--- config.mk ---
export PLATFORM = sky130hd
export DESIGN_NAME = exc_ctrl_flat
export DESIGN_NICKNAME = d
export VERILOG_FILES = /design/src/rtl/exc_ctrl_if.sv /design/src/rtl/exc_ctrl.sv /design/src/flat_wrapper.sv
export SDC_FILE = /design/constraint.sdc
export NUM_CORES = 1
export LEC_CHECK = 0
export BUFFER_PORTS_ARGS = -buffer_cell sky130_fd_sc_hd__buf_2
export CELL_PAD_IN_SITES_DETAIL_PLACEMENT = 1
export CELL_PAD_IN_SITES_GLOBAL_PLACEMENT = 2
export CORE_MARGIN = 1
export CORE_UTILIZATION = 24
export DETAILED_ROUTE_END_ITERATION = 8
export PLACE_DENSITY = 0.82
export SLEW_MARGIN = 25
export SYNTH_ARGS = -nofsm -noshare
export SYNTH_HDL_FRONTEND = slang
export SYNTH_SLANG_ARGS = --single-unit
--- constraint.sdc ---
create_clock -name clk -period 1.88 [get_ports clk]
set_clock_uncertainty 0.05 [all_clocks]
set_input_delay 0.376 -clock clk [delete_from_list [all_inputs] [get_ports clk]]
set_output_delay 0.376 -clock clk [all_outputs]
set_load 0.1 [all_outputs]
--- src/rtl/exc_ctrl_if.sv ---
// exc_ctrl_if: MEM-stage exception flags in, CP0 exception strobe and pipeline redirect out.
interface exc_ctrl_if;
  logic        stall_i;
  logic        inst_valid_i;
  logic [31:0] pc_i;
  logic        is_in_delayslot_i;
  logic        adel_if_i;
  logic        ri_i;
  logic        syscall_i;
  logic        break_i;
  logic        ov_i;
  logic        adel_mem_i;
  logic        ades_mem_i;
  logic        eret_i;
  logic [31:0] mem_addr_i;
  logic [31:0] status_i;
  logic [31:0] cause_i;
  logic [31:0] epc_i;
  logic [31:0] excepttype_o;
  logic [31:0] current_inst_addr_o;
  logic        is_in_delayslot_o;
  logic [31:0] bad_addr_o;
  logic        flush_o;
  logic [31:0] newpc_o;
  modport master (
    output stall_i, inst_valid_i, pc_i, is_in_delayslot_i, adel_if_i, ri_i, syscall_i, break_i,
           ov_i, adel_mem_i, ades_mem_i, eret_i, mem_addr_i, status_i, cause_i, epc_i,
    input  excepttype_o, current_inst_addr_o, is_in_delayslot_o, bad_addr_o, flush_o, newpc_o
  );
  modport slave (
    input  stall_i, inst_valid_i, pc_i, is_in_delayslot_i, adel_if_i, ri_i, syscall_i, break_i,
           ov_i, adel_mem_i, ades_mem_i, eret_i, mem_addr_i, status_i, cause_i, epc_i,
    output excepttype_o, current_inst_addr_o, is_in_delayslot_o, bad_addr_o, flush_o, newpc_o
  );
endinterface

--- src/rtl/exc_ctrl.sv ---
// exc_ctrl: MEM-stage exception prioritiser; holds the selected exception across stalls and issues a one-cycle CP0 strobe with flush/redirect.
module exc_ctrl #(
  parameter logic [31:0] EXC_VECTOR = 32'hBFC00380
) (
  input  logic       clk,
  input  logic       resetn,
  exc_ctrl_if.slave  bus
);
  typedef enum logic [1:0] {IDLE, PEND, ISSUE} state_t;
  state_t      state, state_nx;
  logic        int_req, sync_flag, det, go;
  logic [31:0] code, bad;
  logic [31:0] cap_code, cap_pc, cap_bad;
  logic        cap_ds;
  logic [31:0] sel_code, sel_pc, sel_bad;
  logic        sel_ds;
  logic        unused;
  assign unused = ^{bus.cause_i[31:16], bus.cause_i[7:0], bus.status_i[31:16], bus.status_i[7:2]};
  assign int_req   = bus.status_i[0] & ~bus.status_i[1] & |(bus.cause_i[15:8] & bus.status_i[15:8]);
  assign sync_flag = |{bus.adel_if_i, bus.ri_i, bus.syscall_i, bus.break_i, bus.ov_i,
                       bus.adel_mem_i, bus.ades_mem_i, bus.eret_i};
  assign det       = bus.inst_valid_i & (int_req | sync_flag);
  assign code = int_req        ? 32'h1 :
                bus.adel_if_i  ? 32'h4 :
                bus.ri_i       ? 32'hA :
                bus.syscall_i  ? 32'h8 :
                bus.break_i    ? 32'h9 :
                bus.ov_i       ? 32'hC :
                bus.adel_mem_i ? 32'h4 :
                bus.ades_mem_i ? 32'h5 :
                bus.eret_i     ? 32'hE : 32'h0;
  // BadVAddr only for the address error that actually won priority
  assign bad  = int_req ? 32'h0 :
                bus.adel_if_i ? bus.pc_i :
                (bus.ri_i | bus.syscall_i | bus.break_i | bus.ov_i) ? 32'h0 :
                (bus.adel_mem_i | bus.ades_mem_i) ? bus.mem_addr_i : 32'h0;
  assign sel_code = (state == PEND) ? cap_code : code;
  assign sel_pc   = (state == PEND) ? cap_pc   : bus.pc_i;
  assign sel_ds   = (state == PEND) ? cap_ds   : bus.is_in_delayslot_i;
  assign sel_bad  = (state == PEND) ? cap_bad  : bad;
  assign go       = (state_nx == ISSUE);
  always_comb begin
    state_nx = state;
    if (state == IDLE && det) state_nx = bus.stall_i ? PEND : ISSUE;
    else if (state == PEND && !bus.stall_i) state_nx = ISSUE;
    else if (state == ISSUE) state_nx = IDLE;
  end
  always_ff @(posedge clk) begin
    if (!resetn) begin
      state                   <= IDLE;
      cap_code                <= '0;
      cap_pc                  <= '0;
      cap_ds                  <= 1'b0;
      cap_bad                 <= '0;
      bus.excepttype_o        <= '0;
      bus.current_inst_addr_o <= '0;
      bus.is_in_delayslot_o   <= 1'b0;
      bus.bad_addr_o          <= '0;
      bus.flush_o             <= 1'b0;
      bus.newpc_o             <= '0;
    end else begin
      state <= state_nx;
      if (state == IDLE && det) begin
        cap_code <= code;
        cap_pc   <= bus.pc_i;
        cap_ds   <= bus.is_in_delayslot_i;
        cap_bad  <= bad;
      end
      bus.excepttype_o <= go ? sel_code : 32'h0;
      bus.flush_o      <= go;
      bus.newpc_o      <= go ? ((sel_code == 32'hE) ? bus.epc_i : EXC_VECTOR) : 32'h0;
      if (go) begin
        bus.current_inst_addr_o <= sel_pc;
        bus.is_in_delayslot_o   <= sel_ds;
        bus.bad_addr_o          <= sel_bad;
      end
    end
  end
endmodule

--- src/flat_wrapper.sv ---
// flat-port wrapper written by rule: the top's interface ports become plain ports
module exc_ctrl_flat 
#(
  parameter logic [31:0] EXC_VECTOR = 32'hBFC00380
)
  (clk, resetn, bus_stall_i, bus_inst_valid_i, bus_pc_i, bus_is_in_delayslot_i, bus_adel_if_i, bus_ri_i, bus_syscall_i, bus_break_i, bus_ov_i, bus_adel_mem_i, bus_ades_mem_i, bus_eret_i, bus_mem_addr_i, bus_status_i, bus_cause_i, bus_epc_i, bus_excepttype_o, bus_current_inst_addr_o, bus_is_in_delayslot_o, bus_bad_addr_o, bus_flush_o, bus_newpc_o);
  exc_ctrl_if bus_i ();
  input  logic clk;
  input  logic resetn;
  input wire logic [$bits(bus_i.stall_i)-1:0] bus_stall_i;
  input wire logic [$bits(bus_i.inst_valid_i)-1:0] bus_inst_valid_i;
  input wire logic [$bits(bus_i.pc_i)-1:0] bus_pc_i;
  input wire logic [$bits(bus_i.is_in_delayslot_i)-1:0] bus_is_in_delayslot_i;
  input wire logic [$bits(bus_i.adel_if_i)-1:0] bus_adel_if_i;
  input wire logic [$bits(bus_i.ri_i)-1:0] bus_ri_i;
  input wire logic [$bits(bus_i.syscall_i)-1:0] bus_syscall_i;
  input wire logic [$bits(bus_i.break_i)-1:0] bus_break_i;
  input wire logic [$bits(bus_i.ov_i)-1:0] bus_ov_i;
  input wire logic [$bits(bus_i.adel_mem_i)-1:0] bus_adel_mem_i;
  input wire logic [$bits(bus_i.ades_mem_i)-1:0] bus_ades_mem_i;
  input wire logic [$bits(bus_i.eret_i)-1:0] bus_eret_i;
  input wire logic [$bits(bus_i.mem_addr_i)-1:0] bus_mem_addr_i;
  input wire logic [$bits(bus_i.status_i)-1:0] bus_status_i;
  input wire logic [$bits(bus_i.cause_i)-1:0] bus_cause_i;
  input wire logic [$bits(bus_i.epc_i)-1:0] bus_epc_i;
  output wire logic [$bits(bus_i.excepttype_o)-1:0] bus_excepttype_o;
  output wire logic [$bits(bus_i.current_inst_addr_o)-1:0] bus_current_inst_addr_o;
  output wire logic [$bits(bus_i.is_in_delayslot_o)-1:0] bus_is_in_delayslot_o;
  output wire logic [$bits(bus_i.bad_addr_o)-1:0] bus_bad_addr_o;
  output wire logic [$bits(bus_i.flush_o)-1:0] bus_flush_o;
  output wire logic [$bits(bus_i.newpc_o)-1:0] bus_newpc_o;
  assign bus_i.stall_i = bus_stall_i;
  assign bus_i.inst_valid_i = bus_inst_valid_i;
  assign bus_i.pc_i = bus_pc_i;
  assign bus_i.is_in_delayslot_i = bus_is_in_delayslot_i;
  assign bus_i.adel_if_i = bus_adel_if_i;
  assign bus_i.ri_i = bus_ri_i;
  assign bus_i.syscall_i = bus_syscall_i;
  assign bus_i.break_i = bus_break_i;
  assign bus_i.ov_i = bus_ov_i;
  assign bus_i.adel_mem_i = bus_adel_mem_i;
  assign bus_i.ades_mem_i = bus_ades_mem_i;
  assign bus_i.eret_i = bus_eret_i;
  assign bus_i.mem_addr_i = bus_mem_addr_i;
  assign bus_i.status_i = bus_status_i;
  assign bus_i.cause_i = bus_cause_i;
  assign bus_i.epc_i = bus_epc_i;
  assign bus_excepttype_o = bus_i.excepttype_o;
  assign bus_current_inst_addr_o = bus_i.current_inst_addr_o;
  assign bus_is_in_delayslot_o = bus_i.is_in_delayslot_o;
  assign bus_bad_addr_o = bus_i.bad_addr_o;
  assign bus_flush_o = bus_i.flush_o;
  assign bus_newpc_o = bus_i.newpc_o;
  exc_ctrl #(.EXC_VECTOR(EXC_VECTOR)) u_core (.clk(clk), .resetn(resetn), .bus(bus_i));
endmodule
==> out/metrics.yaml <==
yosys:
  synth.most_common_cell: "dfxtp_1"
  async_reset_ff_share_pct: 0
  synth_common_cells: "dfxtp_1, nand2_1, nor2_1, a21oi_1, a21boi_1"
  syn_area_per_cell_um2: 8.32
  synth_cells: 928
  ys_seq_area_share_pct: 44.8
  synth_ff_type: "dfxtp_1"
  ys_types: 40
  yosysTopAreaCell: "dfxtp_1"
  synthTopCellsByArea: "dfxtp_1, a21boi_1, nand2_1"
  ys_warn_count: 0
  synth-edff-count: 0
  synth-seq-cells: 173
  synth_area_um2: 7720
  synthDominantCellAreaShare_pct: 44.8
timing:
  setup_viol: 0
  finalWorstSetupSlack_ps: 147
  finalCritPeriodShare_pct: 92.2
  tns_ps: 0
  hold_viol_final: 0
  rsz0062_at_grt: "false"
  post-route-min-period_ps: 1730
  relSlewSlack_pct: 65.6
  drv_slew: 0
  max_slew.worst_pin.slew_ps: 520
  fmax_mhz: 577
worst_setup_path:
  cp_data_required_time_ps: 2150
  arrival_ps: 2010
  crit_path_max_fanout: 58
  reg2reg_slack_ps: 160
  critPathLaunchType: "input pin"
  critPathCaptureType: "flop"
  reg2reg_depth: 5
  critPathKind: "input pin to flop"
  r2r_end: "u_core.bus.bad_addr_o[22]"
  rr_startpoint: "u_core.state[0]"
global_route:
  grt_pass1_wl_um: 41100
  grt_start_max_net_pins: 59
  grt_antenna_before_repair: 4
  track_usage_pct: 16.1
  first_global_vias: 7117
  grt-ovfl-total: 0
drt:
  firstDrtPassIters: 4
  avgRoutedWirePerCell_um: 17.1
  routed_wl_um: 26700
  drt_iter0_drc: 289
  ant_nets: 0
  drc_errors: 0
  vias_per_cell: 4.66
  vias: 7251
pwr:
  power_frac_comb_pct: 25.5
  p_sw_w: 0.00361
  internal_power_w: 0.00651
  seqPwrFrac_pct: 39.4
  swShare_pct: 35.7
  p_clk_share_pct: 35.1
  p_per_area_nw_per_um2: 1010
  p_leak_nw: 4.58
  vdd_drop_max_mv: 0.550
hold_path:
  hold_start: "bus_stall_i"
  hp-class: "input pin to flop"
  worstHoldEndpoint: "u_core.state[1]"
  worst_hold_path.num_cells: 2
die:
  initial_utilization_pct: 24.4
  io_pins: 303
  die-area_um2: 32900
  die_h_um: 181
  core_um2: 31600
  rows: 65
  die_w_um: 181
clocking:
  postCtsSetupRepairBufs: 0
  cts_buffers: 17
  ctsHtreeMaxLevel: 4
  cts.sinks: 173
  clkTransAtPathRegs_ps: 70
  root_buffer: "clkbuf_16"
  clk_path_buf_depth: 2
  cts_tree: "yes"
  worstSkewPairLatency_ps: 440
run:
  maxCapViolCount: 0
cells_and_area:
  syn2layout_area_growth_pct: 30.2
  drive_above_1_share_pct: 28.1
  stdcell_count: 1557
  final_nets: 1310
placed_design:
  dp_cells: 1520
  gp_congestion: 0.796
  place_ws_ps: -354
  io_buffers: 228
  dp_hpwl_um: 19400
run_status:
  status: "completed"
state kept, by name, indices dropped and copies added, names as in the netlist:
name	flops
u_core.bus.bad_addr_o	32
u_core.bus.current_inst_addr_o	32
u_core.bus.excepttype_o	4
u_core.bus.flush_o	1
u_core.bus.is_in_delayslot_o	1
u_core.bus.newpc_o	32
u_core.cap_bad	32
u_core.cap_code	4
u_core.cap_ds	1
u_core.cap_pc	32
u_core.state	2
cell families (layout without fill, tap and decap cells):
family / count (synthesis) / in the layout / synth area share (%)
compound gates: 296 / 296 / 26.5
simple gates: 338 / 338 / 20.2
other cells: 1 / 33 / 0.0485
flops: 173 / 173 / 44.8
buf+inv: 120 / 315 / 8.42
layer usage:
metal | vias up | GRT usage, % | share of wire (%)
li1 | 3615 | - | -
met4 | 0 | 5.83 | 1.9
met2 | 111 | 25.4 | 46
met1 | 3497 | 21.8 | 49
met3 | 28 | 3.09 | 2.9
met5 | - | 0 | 0
cell type report:
| cell class | count | area [um^2] |
|---|---|---|
| diodes | 5 | 12.5 |
| clock buffers | 22 | 464 |
| clock inverters | 10 | 115 |
| fillers | 3783 | 21600 |
| inverters | 4 | 15.0 |
| multi-input cells | 662 | 3760 |
| flip-flops and latches | 173 | 3460 |
| well taps | 402 | 503 |
| repair buffers | 279 | 1730 |
stage by stage:
stage / area, um^2 / power [W] / util [%] / hold WS, ps
3_3_place_gp: 9460 / 0.00663 / 29.9 / 386
6_report: 10100 / 0.0101 / 31.8 / 88.9
3_5_place_dp: 9460 / 0.00667 / 29.9 / 394
5_1_grt: 10100 / 0.0106 / 31.8 / 81.6
2_1_floorplan: 7860 / 0.00604 / - / 381
4_1_cts: 10000 / 0.0103 / 31.7 / 65.4
worst max-delay path: stages:
cell and delay [ps]:
buf_2 100, a22oi_1 280, a41oi_4 200, buf_12 190
o31a_4 360, buf_12 200, o21ai_0 210, a21oi_1 60
worst max-delay path by stage:
stage / from / to
floorplan: bus_cause_i[8] / u_core.bus.newpc_o[22]
global placement: bus_cause_i[8] / u_core.bus.newpc_o[28]
detailed placement: bus_cause_i[8] / u_core.bus.newpc_o[22]
finish: bus_cause_i[8] / u_core.bus.bad_addr_o[0]
CTS: bus_cause_i[8] / u_core.bus.newpc_o[27]
global route: u_core.state[0] / u_core.bus.bad_addr_o[12]
placed cells by master (no fill, tap or decap), types with 28 or more instances in the layout:
cell,count
o21ai_0,54
buf_4,35
or3_1,32
dfxtp_1,173
nand2_1,112
and2_1,32
o211a_1,36
a21boi_1,60
conb_1,28
buf_2,227
nor3_1,34
a41oi_1,32
nor2_1,92
a21oi_1,69
power by group through the flow:
stage                     clock network (W)  logic, W  registers (W)
final                               0.00356   0.00258        0.00399
after detailed placement                  0   0.00259        0.00407
after global placement                    0   0.00257        0.00406
after floorplan                           0   0.00102        0.00503
after CTS                           0.00367   0.00260        0.00399
after global routing                0.00382   0.00273        0.00402
what timing repair did:
item / CTS / global route
endpoints found under the setup margin: 0 / 14
resized for setup: 0 / 2
hold buffers: 0 / 0
No activity file was read; power rests on OpenSTA's default activity.
